### src/rtl/is_util_pkg.sv
// Shared types and constants for the period meter.
package is_util_pkg;

    typedef enum logic [1:0] {IDLE, ARM, MEAS} pm_state_t;

    localparam int unsigned PM_CNT_WIDTH = 16;
    localparam logic [PM_CNT_WIDTH-1:0] CNT_MAX = '1;

endpackage

### src/rtl/sync_edge_det.sv
// Synchronizer for an asynchronous input plus single-edge detection on the
// synchronized signal.
module sync_edge_det #(
    parameter int unsigned SYNC_STAGES = 2,
    parameter bit          EDGE_FALL   = 1'b0
) (
    input  logic clk,
    input  logic rst,
    input  logic sig_in,
    output logic sig_s,
    output logic ref_edge
);

    logic [SYNC_STAGES-1:0] sync_q;
    logic                   sig_d;

    always_ff @(posedge clk) begin
        if (rst) begin
            sync_q <= '0;
            sig_d  <= 1'b0;
        end else begin
            sync_q <= {sync_q[SYNC_STAGES-2:0], sig_in};
            sig_d  <= sync_q[SYNC_STAGES-1];
        end
    end

    assign sig_s    = sync_q[SYNC_STAGES-1];
    assign ref_edge = EDGE_FALL ? (~sig_s & sig_d) : (sig_s & ~sig_d);

endmodule

### src/rtl/period_meter.sv
// Measures period and high time of an external signal in clk cycles and
// presents each result on a valid/ready handshake.
module period_meter
    import is_util_pkg::*;
#(
    parameter int unsigned CNT_WIDTH   = PM_CNT_WIDTH,
    parameter int unsigned SYNC_STAGES = 2,
    parameter bit          EDGE_FALL   = 1'b0
) (
    input  logic                 clk,
    input  logic                 rst,
    input  logic                 en,
    input  logic                 sig_in,
    output logic                 meas_valid,
    input  logic                 meas_ready,
    output logic [CNT_WIDTH-1:0] period,
    output logic [CNT_WIDTH-1:0] high_time,
    output logic                 ovf,
    output logic                 overrun,
    output logic                 busy
);

    localparam logic [CNT_WIDTH-1:0] CNT_ONES = '1;

    pm_state_t            state;
    logic [CNT_WIDTH-1:0] pcnt;
    logic [CNT_WIDTH-1:0] hcnt;
    logic                 cap_pend;
    logic                 sig_s;
    logic                 ref_edge;
    logic                 capture;
    logic                 take;
    logic                 accept;

    sync_edge_det #(
        .SYNC_STAGES(SYNC_STAGES),
        .EDGE_FALL  (EDGE_FALL)
    ) u_sync (
        .clk     (clk),
        .rst     (rst),
        .sig_in  (sig_in),
        .sig_s   (sig_s),
        .ref_edge(ref_edge)
    );

    assign capture = en && (state == MEAS) && ref_edge;
    assign take    = meas_valid && meas_ready;
    // A capture is loaded unless an unconsumed result is still being held.
    assign accept  = capture && (!meas_valid || meas_ready);
    assign busy    = (state != IDLE);

    always_ff @(posedge clk) begin
        if (rst) begin
            state      <= IDLE;
            pcnt       <= '0;
            hcnt       <= '0;
            period     <= '0;
            high_time  <= '0;
            ovf        <= 1'b0;
            overrun    <= 1'b0;
            meas_valid <= 1'b0;
            cap_pend   <= 1'b0;
        end else begin
            if (!en) begin
                state <= IDLE;
            end else begin
                case (state)
                    IDLE:    state <= ARM;
                    ARM:     if (ref_edge) state <= MEAS;
                    MEAS:    state <= MEAS;
                    default: state <= IDLE;
                endcase
            end

            if (!en || state == IDLE) begin
                pcnt <= '0;
                hcnt <= '0;
            end else if (ref_edge) begin
                pcnt <= CNT_WIDTH'(1);
                hcnt <= CNT_WIDTH'(sig_s);
            end else begin
                if (pcnt != CNT_ONES) pcnt <= pcnt + 1'b1;
                if (sig_s && hcnt != CNT_ONES) hcnt <= hcnt + 1'b1;
            end

            if (accept) begin
                period    <= pcnt;
                high_time <= hcnt;
                ovf       <= (pcnt == CNT_ONES);
            end

            // Fresh results raise valid one cycle after capture; a result loaded
            // during a handshake keeps valid high without a gap.
            cap_pend <= accept && !meas_valid;
            if (cap_pend) begin
                meas_valid <= 1'b1;
            end else if (take && !accept) begin
                meas_valid <= 1'b0;
            end

            if (take) begin
                overrun <= 1'b0;
            end else if (capture && !accept) begin
                overrun <= 1'b1;
            end
        end
    end

endmodule
### config.mk
export PLATFORM = sky130hd
export DESIGN_NAME = period_meter
export DESIGN_NICKNAME = d
export VERILOG_FILES = /design/src/rtl/is_util_pkg.sv /design/src/rtl/sync_edge_det.sv /design/src/rtl/period_meter.sv
export SDC_FILE = /design/constraint.sdc
export NUM_CORES = 1
export LEC_CHECK = 0
export ABC_AREA = 1
export BUFFER_PORTS_ARGS = -buffer_cell sky130_fd_sc_hd__buf_4
export CAP_MARGIN = 10
export CORE_MARGIN = 1
export CORE_UTILIZATION = 52
export CTS_CLUSTER_SIZE = 12
export DETAILED_ROUTE_END_ITERATION = 8
export GPL_TIMING_DRIVEN = 0
export HOLD_SLACK_MARGIN = 0.12
export PLACE_DENSITY = 0.77
export SLEW_MARGIN = 30
export SYNTH_ARGS = -nofsm -noshare
export SYNTH_HDL_FRONTEND = slang
export SYNTH_SLANG_ARGS = --single-unit
### constraint.sdc
create_clock -name clk -period 1.45 [get_ports clk]
set_input_delay 0.145 -clock clk [delete_from_list [all_inputs] [get_ports clk]]
set_output_delay 0.145 -clock clk [all_outputs]
set_load 0.02 [all_outputs]
==> metrics.md, run 1 <==
| Metric | Value |
|---|---|
| Syn_area_per_cell | 7.31 um^2 |
| Worst Setup End Kind | flip-flop |
| Total GRT Usage | 25.8% |
| Ys async rst share | 0% |
| GR Util met3 | 8.33% |
| Mapped Cells | 450 |
| Top-level I/O count | 41 |
| Number of remaining DRC errors | 0 |
| Worst path arrival time | 1690 ps |
| Total grt overflow | 0 |
| Synth Area in XOR/XNOR | 1.86% |
| Crit. path cell count | 9 |
| Post-synthesis sequential area ratio | 44.4% |
| Vias per cell | 5.22 |
| Worst-Skew Late Latency | 350 ps |
| Internal cell power | 2.97 mW |
| CP bufs+invs | 4 |
| CP Max Fanout | 6 |
| CORE AREA | 6030 um^2 |
| Net switching power figure | 877 uW |
| Initial Util | 54.6% |
| Post-DP HPWL | 5340 um |
| Clock Sink Count | 73 |
| Die X | 81.5 um |
| Post-synthesis mux area share | 0% |
| Status | complete, no violations |
| MaxCap Viol Count | 0 |
| Critical path required time | 1690 ps |
| WL per Instance | 13.7 um |
| Period utilisation layout | 99.5% |
| Port bufs | 39 |
| Commonest non-fill, non-tap cells in the layout | nor2_1, nand2_1, dfxtp_1, buf_4, inv_1 |
| Top cell type's share of synthesized area | 44.4% |
| Top FF cell, synth | dfxtp_1 |
| Top cell type by total area after synthesis | dfxtp_1 |
| H-tree depth | 3 |
| Number of global-route vias before repair | 2935 |
| Switch share | 22.8% |
| Min Clock Period, post-route | 1440 ps |
| Clock root cell | clkbuf_8 |
| Num CTS Buffers | 9 |
| Via count | 3112 |
| Mapped Area | 3290 um^2 |
| Most common cell after layout, fill and taps aside | nor2_1 |
| Antenna violations before repair | 0 |
| Slew Limit Fails | 0 |
| Yosys reg bits | 73 |
| CTS tree | done |
| Top cells by area, synth | dfxtp_1, nor2_1, nand2_1, nand3_1, inv_1 |
| Post-synthesis compound-gate area fraction | 11.7% |
| Die area | 6650 um^2 |
| Nets | 526 |
| Sequential power share | 52.6% |
| Share of layout cells above drive strength 1 | 31.3% |
| Pin count of the biggest net entering global routing | 19 |
| Detailed Routing Iterations Pass 1 | 6 |
| Max-slew headroom | 78.9% |
| Post-route worst setup slack | 7.00 ps |
| Worst vdd ir | 0.868 mV |
| CP top delay family | buffers and inverters |
| Antenna Nets Post-Route | 0 |
| Adder-Cell Fraction of Synth Area | 1.90% |
| CP max-delay cell | dfxtp_2 |
| GR Layer Usage met2 | 46.1% |
| Post-synth EDFFs | 0 |
| Post-Synth Simple-Gate Area | 31.8% |
| Routed WL | 8190 um |
| Height of the chip | 81.5 um |
| Cells on worst reg2reg path | 9 |
| Kind of critical path | flip-flop to flip-flop |
| Met1 Use GR | 28.0% |
| HP Class | input pin to flip-flop |
| Leakage | 1.81 nW |
| CTS max path bufs | 2 |
| Final setup violating endpoints | 0 |
| Total power | 3.85 mW |
| Worst Tran Pin Value | 315 ps |
| Synthesis-to-finish area growth | 29.7% |
| # fillers | 489 |
| Critical Path Max Stage Delay | 340 ps |
| GPL Wtd Cong | 0.875 |
| Min-Delay Path Depth | 5 |
| DRT iter0 DRCs | 129 |
| RSZ-0062 raised after global routing | yes |
| Number of antenna diodes | 0 |
| Final Hold Vio Count | 0 |
| Peak Freq | 0.693 GHz |
| CTS clk-pin slew, worst paths | 70 ps |
| Yosys Warn Count | 0 |
| Largest family of logic cells by synthesized area | simple AND/OR/NAND/NOR gates |
| GRT Max-Usage Layer | met2 |
| Syn Nets | 460 |
| First-pass GRT wire length | 12800 um |
| Power per cell area | 902 nW/um^2 |
| Clock skew | 7.33 ps |
| Row cnt | 28 |
| Crit start category | flip-flop |
| Place WS | -256 ps |
| Synth unique cells | 28 |
| Clock Power Share | 42.3% |
| Combinational share of power | 5.1% |
| Cell breakdown of the critical path | inv_4 -> ha_4 -> nand2_4 -> nor3_4 -> buf_6 -> inv_6 -> clkbuf_16 -> nor2_2 -> nor2_1 |
-- worst register-to-register path, cell delays in order (launching register included) --
cell,delay (ps)
dfxtp_2,340
inv_4,70
ha_4,140
nand2_4,60
nor3_4,200
buf_6,180
inv_6,60
clkbuf_16,150
nor2_2,80
nor2_1,50
-- through the flow --
stage | TNS [ps] | hold slack [ps] | instance area [um^2] | std cells | utilization [%]
global route | -865 | 238 | 4270 | 596 | 70.8
CTS | 0 | 151 | 4040 | 591 | 67.1
detailed placement | -6190 | 346 | 3680 | 564 | 61.1
finish | 0 | 223 | 4270 | 596 | 70.8
global placement | -4900 | 339 | 3680 | 564 | 61.1
floorplan | 0 | 245 | 3290 | 450 | -
-- routing by layer --
layer  routed length (um)  vias to the layer above  part of all wire [%]
met5                    0                        -                     0
met2                 4260                       61                    52
li1                     -                     1575                     -
met4                  225                        0                   2.7
met3                  296                       23                   3.6
met1                 3410                     1453                    42
-- logic make-up after synthesis --
kind of cell	Yosys count
xor+xnor	7
buf+inv	58
flops	73
compound gates	70
simple gates	237
fa+ha+maj	5
-- Yosys cell counts (2+ instances only) --
cell type / count
xnor2_1: 4
nor2_1: 87
nor2_2: 20
nand2_2: 3
inv_2: 2
buf_4: 4
nand4_1: 7
a21oi_2: 8
xor2_1: 3
nand3_1: 31
buf_6: 5
buf_2: 2
nor3_2: 2
nor3_1: 2
a21oi_1: 23
clkbuf_1: 4
o21ai_0: 27
ha_1: 5
o21ai_1: 10
inv_1: 41
nand2_4: 2
dfxtp_1: 73
nand2_1: 80
-- area by class of cell --
type                       instances  area, um^2  area share (%)
multi-input combinational        319        1710            40.0
sequential                        73        1500            35.2
timing repair buffer              56         455            10.7
inverter                          43         171            4.02
clock inverter                     5        53.8            1.26
tap                               75        93.8            2.20
clock buffer                      11         151            3.55
buffer                            14         133            3.11
-- power groups by stage --
stage	clock network [mW]	logic (mW)	registers, mW
finish	1.63	0.194	2.03
global placement	0	0.143	2.08
CTS	1.66	0.162	2.03
global route	1.73	0.214	2.03
floorplan	0	0.0948	2.08
detailed placement	0	0.148	2.08
-- repair_timing --
item / 4_1_cts / 5_1_grt
endpoints found under the hold margin: 6 / 0
hold buffers: 4 / 0
pin swaps: 3 / 6
cloned: 0 / 1
setup endpoints to repair: 61 / 66
buffers inserted: 8 / 4
gates resized for setup: 23 / 60
-- registers in the layout, summed over array words and instances (netlist names) --
register       cells
hcnt              16
high_time         16
pcnt              16
period            16
state              2
u_sync.sync_q      2
cap_pend           1
meas_valid         1
overrun            1
ovf                1
u_sync.sig_d       1
-- final timing paths --
check	endpoint	start	slack, ps
setup reg to reg	period[1]	state[0]	7
setup / recovery	period[1]	state[0]	7
hold / removal	meas_valid	en	220
hold reg to reg	u_sync.sync_q[1]	u_sync.sync_q[0]	400
(Power assumes the default switching activity.)
==> inputs of run 2 (changes only) <==
--- a/config.mk
+++ b/config.mk
@@ -6,11 +6,10 @@
 export NUM_CORES = 1
 export LEC_CHECK = 0
 export ABC_AREA = 1
-export BUFFER_PORTS_ARGS = -buffer_cell sky130_fd_sc_hd__buf_4
+export BUFFER_PORTS_ARGS = -buffer_cell sky130_fd_sc_hd__buf_2
 export CAP_MARGIN = 10
 export CORE_MARGIN = 1
 export CORE_UTILIZATION = 52
-export CTS_CLUSTER_SIZE = 12
 export DETAILED_ROUTE_END_ITERATION = 8
 export GPL_TIMING_DRIVEN = 0
 export HOLD_SLACK_MARGIN = 0.12
==> metrics.md, run 2 (same netlist as run 1, synthesis figures left out) <==
| Metric | Value |
|---|---|
| WL per Instance | 14.8 um (+7.5%) |
| Post-DP HPWL | 5270 um (-1.2%) |
| First-pass GRT wire length | 13100 um (+1.8%) |
| Worst path arrival time | 1710 ps (+20 ps) |
| Power per cell area | 956 nW/um^2 (+6.0%) |
| Failing checks | negative setup slack |
| Synthesis-to-finish area growth | 31.8% |
| Final setup violating endpoints | 1 (+1) |
| HP Start | rst |
| Area post-placement | 3580 um^2 (-2.7%) |
| Via count | 3307 (+6.3%) |
| Kind of critical path | flip-flop to flip-flop |
| Post-route cell area | 4340 um^2 (+1.6%) |
| Total power | 4.14 mW (+7.7%) |
| MaxCap Viol Count | 0 (unchanged) |
| Worst Setup End Kind | flip-flop |
| Height of the chip | 81.5 um (unchanged) |
| Fin Setup TNS | -8.55 ps (-8.55 ps) |
| Peak Freq | 0.686 GHz (-1.1%) |
| Antenna violations before repair | 1 (+1) |
| Total grt overflow | 0 (unchanged) |
| # fillers | 446 (-8.8%) |
| Top-level I/O count | 41 (unchanged) |
| CTS max path bufs | 2 (unchanged) |
| Nets | 535 (+1.7%) |
| CORE AREA | 6030 um^2 (unchanged) |
| Die X | 81.5 um (unchanged) |
| DRT iter0 DRCs | 194 (+50%) |
| Worst Tran Pin Value | 418 ps (+103 ps) |
| Num CTS Buffers | 9 (unchanged) |
| R2r endpoint | hcnt[11] |
| Clock root cell | clkbuf_8 |
| Slew Limit Fails | 0 (unchanged) |
| Commonest non-fill, non-tap cells in the layout | nor2_1, nand2_1, dfxtp_1, buf_2, inv_1 |
| Leakage | 1.86 nW (+2.4%) |
| Share of layout cells above drive strength 1 | 34.2% (+2.9 points) |
| Cells on worst reg2reg path | 8 (-1) |
| Number of remaining DRC errors | 0 (unchanged) |
| Total GRT Usage | 26.0% (+0.23 points) |
| Post-layout util | 71.9% (+1.1 points) |
| Hold endpoint | state[1] |
| Routed WL | 8960 um (+9.3%) |
| Port bufs | 39 (unchanged) |
| CTS clk-pin slew, worst paths | 80 ps (about the same) |
| Reg-to-reg critical path startpoint | hcnt[15] |
| GPL Wtd Cong | 0.887 (+1.4%) |
| Vias per cell | 5.46 (+4.5%) |
| Number of global-route vias before repair | 2944 (+0.31%) |
| Post-route worst setup slack | -8.55 ps (-15.5 ps) |
| Row cnt | 28 (unchanged) |
| Period utilisation layout | 101% (+1.1 points) |
| Clock skew | 8.59 ps (+1.25 ps) |
| Worst reg2reg setup slack | -9 ps (-20 ps) |
| H-tree depth | 3 (unchanged) |
| Clock Sink Count | 73 (unchanged) |
| CTS tree | done |
| Antenna Nets Post-Route | 0 (unchanged) |
| Worst-Skew Late Latency | 360 ps (about the same) |
| Min Clock Period, post-route | 1460 ps (+15.5 ps) |
| Final hold slack | 153 ps (-69.7 ps) |
| Crit start category | flip-flop |
| HP Class | input pin to flip-flop |
| Final Hold Vio Count | 0 (unchanged) |
| Pin count of the biggest net entering global routing | 13 (-6) |
| Critical path required time | 1700 ps (about the same) |
| Max-slew headroom | 72.1% (-6.8 points) |
| Most common cell after layout, fill and taps aside | nor2_1 |
| Worst vdd ir | 0.570 mV (-34%) |
| Die area | 6650 um^2 (unchanged) |
| Detailed Routing Iterations Pass 1 | 5 (-1) |
| Initial Util | 54.6% (unchanged) |
| Status | complete, but fails checks |
| Min-Delay Path Depth | 4 (-1) |
| CP Max Fanout | 5 (-1) |
[run 2: cell count changes in the layout (fill, tap and decap cells not counted), moves of 4 or more]
cell / change
a21oi_1: -4
a21oi_2: +4
buf_2: +40
buf_4: -33
dfxtp_1: -5
dfxtp_2: +6
[run 2: final cells by class]
class	count	area (um^2)	area share [%]
Multi-Input combinational cell	320	1750	40.4
Sequential cell	73	1510	34.7
Timing Repair Buffer	63	434	10.0
Inverter	43	166	3.84
Clock buffer	12	165	3.81
Buffer	15	144	3.32
Tap cell	75	93.8	2.16
Clock inverter	4	73.8	1.70
Antenna cell	1	2.50	0.0577
[run 2: worst max path at each step]
stage,start,endpoint,slack (ps),cells after the start
finish,hcnt[15],hcnt[11],-9,8
global route,hcnt[1],hcnt[11],-110,8
CTS,state[0],high_time[11],-4,9
detailed placement,pcnt[0],pcnt[1],-290,8
global placement,pcnt[0],pcnt[1],-260,8
floorplan,pcnt[0],pcnt[1],4,8
[run 2: worst max-delay path, cell delays in order (launching register included)]
cell,delay (ps)
dfxtp_1,440
nand2_1,100
nor2_2,130
nand2_2,110
nand2_4,140
nand2_8,80
buf_8,130
a21oi_2,160
nor2_1,60
[run 2: stage by stage]
step / setup slack, ps / cells
finish: -8.55 / 606
detailed placement: -285 / 564
CTS: -3.58 / 591
floorplan: 4.36 / 450
global route: -108 / 606
global placement: -261 / 564
[run 2: repair_timing]
action	in CTS	in global routing
hold endpoints to repair	6	0
endpoints found under the setup margin	61	65
setup buffers	6	11
hold buffers	4	0
pin swaps	5	10
cloned	1	3
resized for setup	32	55
[run 2: metal layers]
layer / global-route usage, % / up-vias / wire length, um
met5: 0 / - / 0
met4: 11.1 / 0 / 315
met3: 5.67 / 36 / 364
met2: 46.8 / 112 / 4760
met1: 29.5 / 1573 / 3510
li1: - / 1586 / -
[run 2: power by group]
| group | leakage, nW | internal, mW | total, mW | switching (mW) |
|---|---|---|---|---|
| clock network | 0.123 | 1.11 | 1.89 | 0.782 |
| registers | 0.603 | 2.01 | 2.02 | 0.0127 |
| logic | 1.13 | 0.0944 | 0.227 | 0.133 |
| total | 1.86 | 3.22 | 4.14 | 0.927 |
==> inputs of run 3 (changes only) <==
--- a/config.mk
+++ b/config.mk
@@ -10,6 +10,7 @@
 export CAP_MARGIN = 10
 export CORE_MARGIN = 1
 export CORE_UTILIZATION = 52
+export CTS_CLUSTER_SIZE = 12
 export DETAILED_ROUTE_END_ITERATION = 8
 export GPL_TIMING_DRIVEN = 0
 export HOLD_SLACK_MARGIN = 0.12
@@ -17,4 +18,5 @@
 export SLEW_MARGIN = 30
 export SYNTH_ARGS = -nofsm -noshare
 export SYNTH_HDL_FRONTEND = slang
+export SYNTH_HIERARCHICAL = 1
 export SYNTH_SLANG_ARGS = --single-unit
==> metrics.md, run 3 <==
| Metric | Value |
|---|---|
| Met1 Routed Length | 3730 um (+6.3%) |
| HP Class | input pin to flip-flop |
| CP dominant cell by count | buf_4 |
| Port bufs | 40 (+2.6%) |
| Most common cell after layout, fill and taps aside | nand2_1 |
| Height of the chip | 81.2 um (-0.45%) |
| Commonest cells post-synth | nand2_1, dfxtp_1, nor2_1 |
| Placed insts | 570 (+1.1%) |
| Share of layout cells above drive strength 1 | 27.6% (-6.5 points) |
| Post-synthesis mux area share | 0% (unchanged) |
| Top cells by area, synth | dfxtp_1, nand2_1, nor2_1, a21oi_1, inv_1 |
| Power per cell area | 928 nW/um^2 (-2.9%) |
| DRT iter0 DRCs | 258 (+33%) |
| Top cell type's share of synthesized area | 44.8% (+0.41 points) |
| Pin count of the biggest net entering global routing | 15 (+2) |
| Routed WL | 8320 um (-7.1%) |
| CTS clk-pin slew, worst paths | 80 ps (about the same) |
| Worst-Skew Late Latency | 350 ps (about the same) |
| Total GRT Usage | 25.2% (-0.81 points) |
| Mapped Cells | 455 (+1.1%) |
| Min Clock Period, post-route | 1490 ps (+31.0 ps) |
| Post-layout util | 68.7% (-3.2 points) |
| Post-route cell area | 4120 um^2 (-5.1%) |
| Clock Sink Count | 73 (unchanged) |
| Yosys reg bits | 73 (unchanged) |
| Die area | 6590 um^2 (-0.89%) |
| Critical Path Max Stage Delay | 380 ps (-60 ps) |
| Via count | 3239 (-2.1%) |
| Failing checks | negative setup slack |
| Status | complete, but fails checks |
| Most frequent cell after synthesis | nand2_1 |
| Area post-placement | 3550 um^2 (-0.80%) |
| Vias per cell | 5.34 (-2.2%) |
| Max-slew headroom | 74.0% (+1.8 points) |
| Min-Delay Path Depth | 4 (unchanged) |
| CP max-delay cell | dfxtp_4 |
| Die X | 81.2 um (-0.45%) |
| Worst path arrival time | 1770 ps (+60 ps) |
| Leakage | 1.79 nW (-3.2%) |
| CP bufs+invs | 2 (+1) |
| Post-synth EDFFs | 0 (unchanged) |
| Commonest non-fill, non-tap cells in the layout | nand2_1, nor2_1, dfxtp_1, inv_1, buf_2 |
| Nets | 537 (+0.37%) |
| Crit start category | flip-flop |
| CP Max Fanout | 4 (-1) |
| Kind of critical path | flip-flop to flip-flop |
| Num CTS Buffers | 9 (unchanged) |
| Antenna Nets Post-Route | 0 (unchanged) |
| Critical path required time | 1730 ps (+30 ps) |
| Synth Area in XOR/XNOR | 1.61% (-0.25 points) |
| GPL Wtd Cong | 0.851 (-4.0%) |
| Fin cells | 607 (+0.17%) |
| WL per Instance | 13.7 um (-7.3%) |
| H-tree depth | 3 (unchanged) |
| Syn Nets | 465 (+1.1%) |
| Post-synthesis sequential area ratio | 44.8% (+0.41 points) |
| Yosys Warn Count | 6 (+6) |
| Detailed Routing Iterations Pass 1 | 5 (unchanged) |
| Syn_area_per_cell | 7.16 um^2 (-2.0%) |
| Top cell type by total area after synthesis | dfxtp_1 |
| Worst vdd ir | 0.595 mV (+4.3%) |
| Initial Util | 54.4% (-0.18 points) |
| Synth unique cells | 27 (-3.6%) |
| Post-DP HPWL | 5300 um (+0.52%) |
| Final setup violating endpoints | 1 (unchanged) |
| Met3 wire length | 483 um (+33%) |
| Peak Freq | 0.671 GHz (-2.1%) |
| CP top delay family | simple AND/OR/NAND/NOR gates |
| Highest Signal Layer | met4 |
| Antenna violations before repair | 0 (-1) |
| Row cnt | 28 (unchanged) |
| CORE AREA | 5990 um^2 (-0.58%) |
| Post-Synth Simple-Gate Area | 28.4% (-3.5 points) |
| Clock skew | 12.7 ps (+4.09 ps) |
| MaxCap Viol Count | 0 (unchanged) |
| Cell breakdown of the critical path | buf_4 -> nand3_1 -> nor2_2 -> buf_4 -> xor2_1 -> nand2_2 -> a21oi_2 |
| Cells on worst reg2reg path | 7 (-1) |
| Post-route worst setup slack | -39.6 ps (-31.0 ps) |
| Top FF cell, synth | dfxtp_1 |
| CTS max path bufs | 2 (unchanged) |
| Crit. path cell count | 7 (-1) |
| Number of remaining DRC errors | 0 (unchanged) |
| Fin Setup TNS | -39.6 ps (-31.0 ps) |
| Top-level I/O count | 41 (unchanged) |
| Total grt overflow | 0 (unchanged) |
| Largest family of logic cells by synthesized area | simple AND/OR/NAND/NOR gates |
| Adder-Cell Fraction of Synth Area | 1.92% (+0.018 points) |
| Number of global-route vias before repair | 2772 (-5.8%) |
| Worst Setup End Kind | flip-flop |
| Ys async rst share | 0% (unchanged) |
| CTS tree | done |
| Met2 wire len | 3980 um (-16%) |
| Post-synthesis compound-gate area fraction | 14.1% (+2.4 points) |
| RSZ-0062 raised after global routing | yes |
| Period utilisation layout | 103% (+2.1 points) |
| Worst Tran Pin Value | 391 ps (-27.6 ps) |
| First-pass GRT wire length | 12600 um (-3.6%) |
| Slew Limit Fails | 0 (unchanged) |
| Synthesis-to-finish area growth | 26.3% |
| Clock root cell | clkbuf_8 |
| Final Hold Vio Count | 0 (unchanged) |
| Mapped Area | 3260 um^2 (-0.91%) |
| Number of antenna diodes | 0 (-1) |
run 3: cell count changes after synthesis, sizes merged:
cell	previous run	this run
nor2	108	75
inv	43	57
nand2	85	98
a21oi	31	42
nand3	31	24
a31oi	1	6
o21ai	37	40
xnor2	4	1
nand4	7	9
xor2	3	5
a211oi	1	0
a221oi	0	1
clkbuf	4	3
nor3	4	3
run 3: layer usage:
metal | vias up | global-route usage (%)
met5 | - | 0
met4 | 0 | 8.21
met3 | 16 | 4.16
met2 | 128 | 42.4
met1 | 1491 | 32.8
li1 | 1604 | -
run 3: area by class of cell:
cell class / count / area, um^2
inverter: 57 / 216
clock buffer: 9 / 124
buffer: 14 / 105
tap: 75 / 93.8
clock inverter: 7 / 77.6
timing repair buffer: 60 / 362
multi-input combinational: 312 / 1640
sequential: 73 / 1500
fill: 474 / 1870
run 3: cell families (layout without fill, tap and decap cells):
logic type,after synthesis,after routing
xor gates and xnor gates,6,6
DFF,73,73
and+or+nand+nor,211,212
adders and majority gates,5,5
AOI/OAI and AO/OA,89,89
buffers and inverters,71,147
run 3: worst register-to-register path: cells and delay by family (launching register included):
kind | cells | cell delay (ps)
xor gates and xnor gates | 1 | 210
DFF | 1 | 380
buffers and inverters | 2 | 270
AOI/OAI and AO/OA | 1 | 140
and+or+nand+nor | 3 | 440
run 3: path summary, 6_finish.rpt:
path	startpoint	to	slack, ps
hold / removal	rst	state[1]	140
setup reg to reg	hcnt[0]	hcnt[5]	-40
setup / recovery	hcnt[0]	hcnt[5]	-40
hold reg to reg	u_sync/sync_q[0]	u_sync/sync_q[1]	410
run 3: stage by stage:
stage / total power, mW / worst slack, ps / hold slack, ps
after floorplan: 2.16 / 40.1 / 214
after global placement: 2.19 / -201 / 347
after detailed placement: 2.20 / -262 / 353
after CTS: 3.82 / 1.09 / 144
after global routing: 3.94 / -61.6 / 176
final: 3.82 / -39.6 / 143
run 3: what timing repair did:
item                                   CTS  global route
cloned                                   0             5
gates resized for setup                 18            51
setup buffers                            6             5
pin swaps                                4            13
hold buffers                             5             0
setup endpoints to repair               64            55
endpoints found under the hold margin    6             0
run 3: where the power goes:
part           internal [mW]  switching [mW]
logic                 0.0602           0.101
clock network          0.809           0.826
registers               2.01          0.0102
total                   2.88           0.938
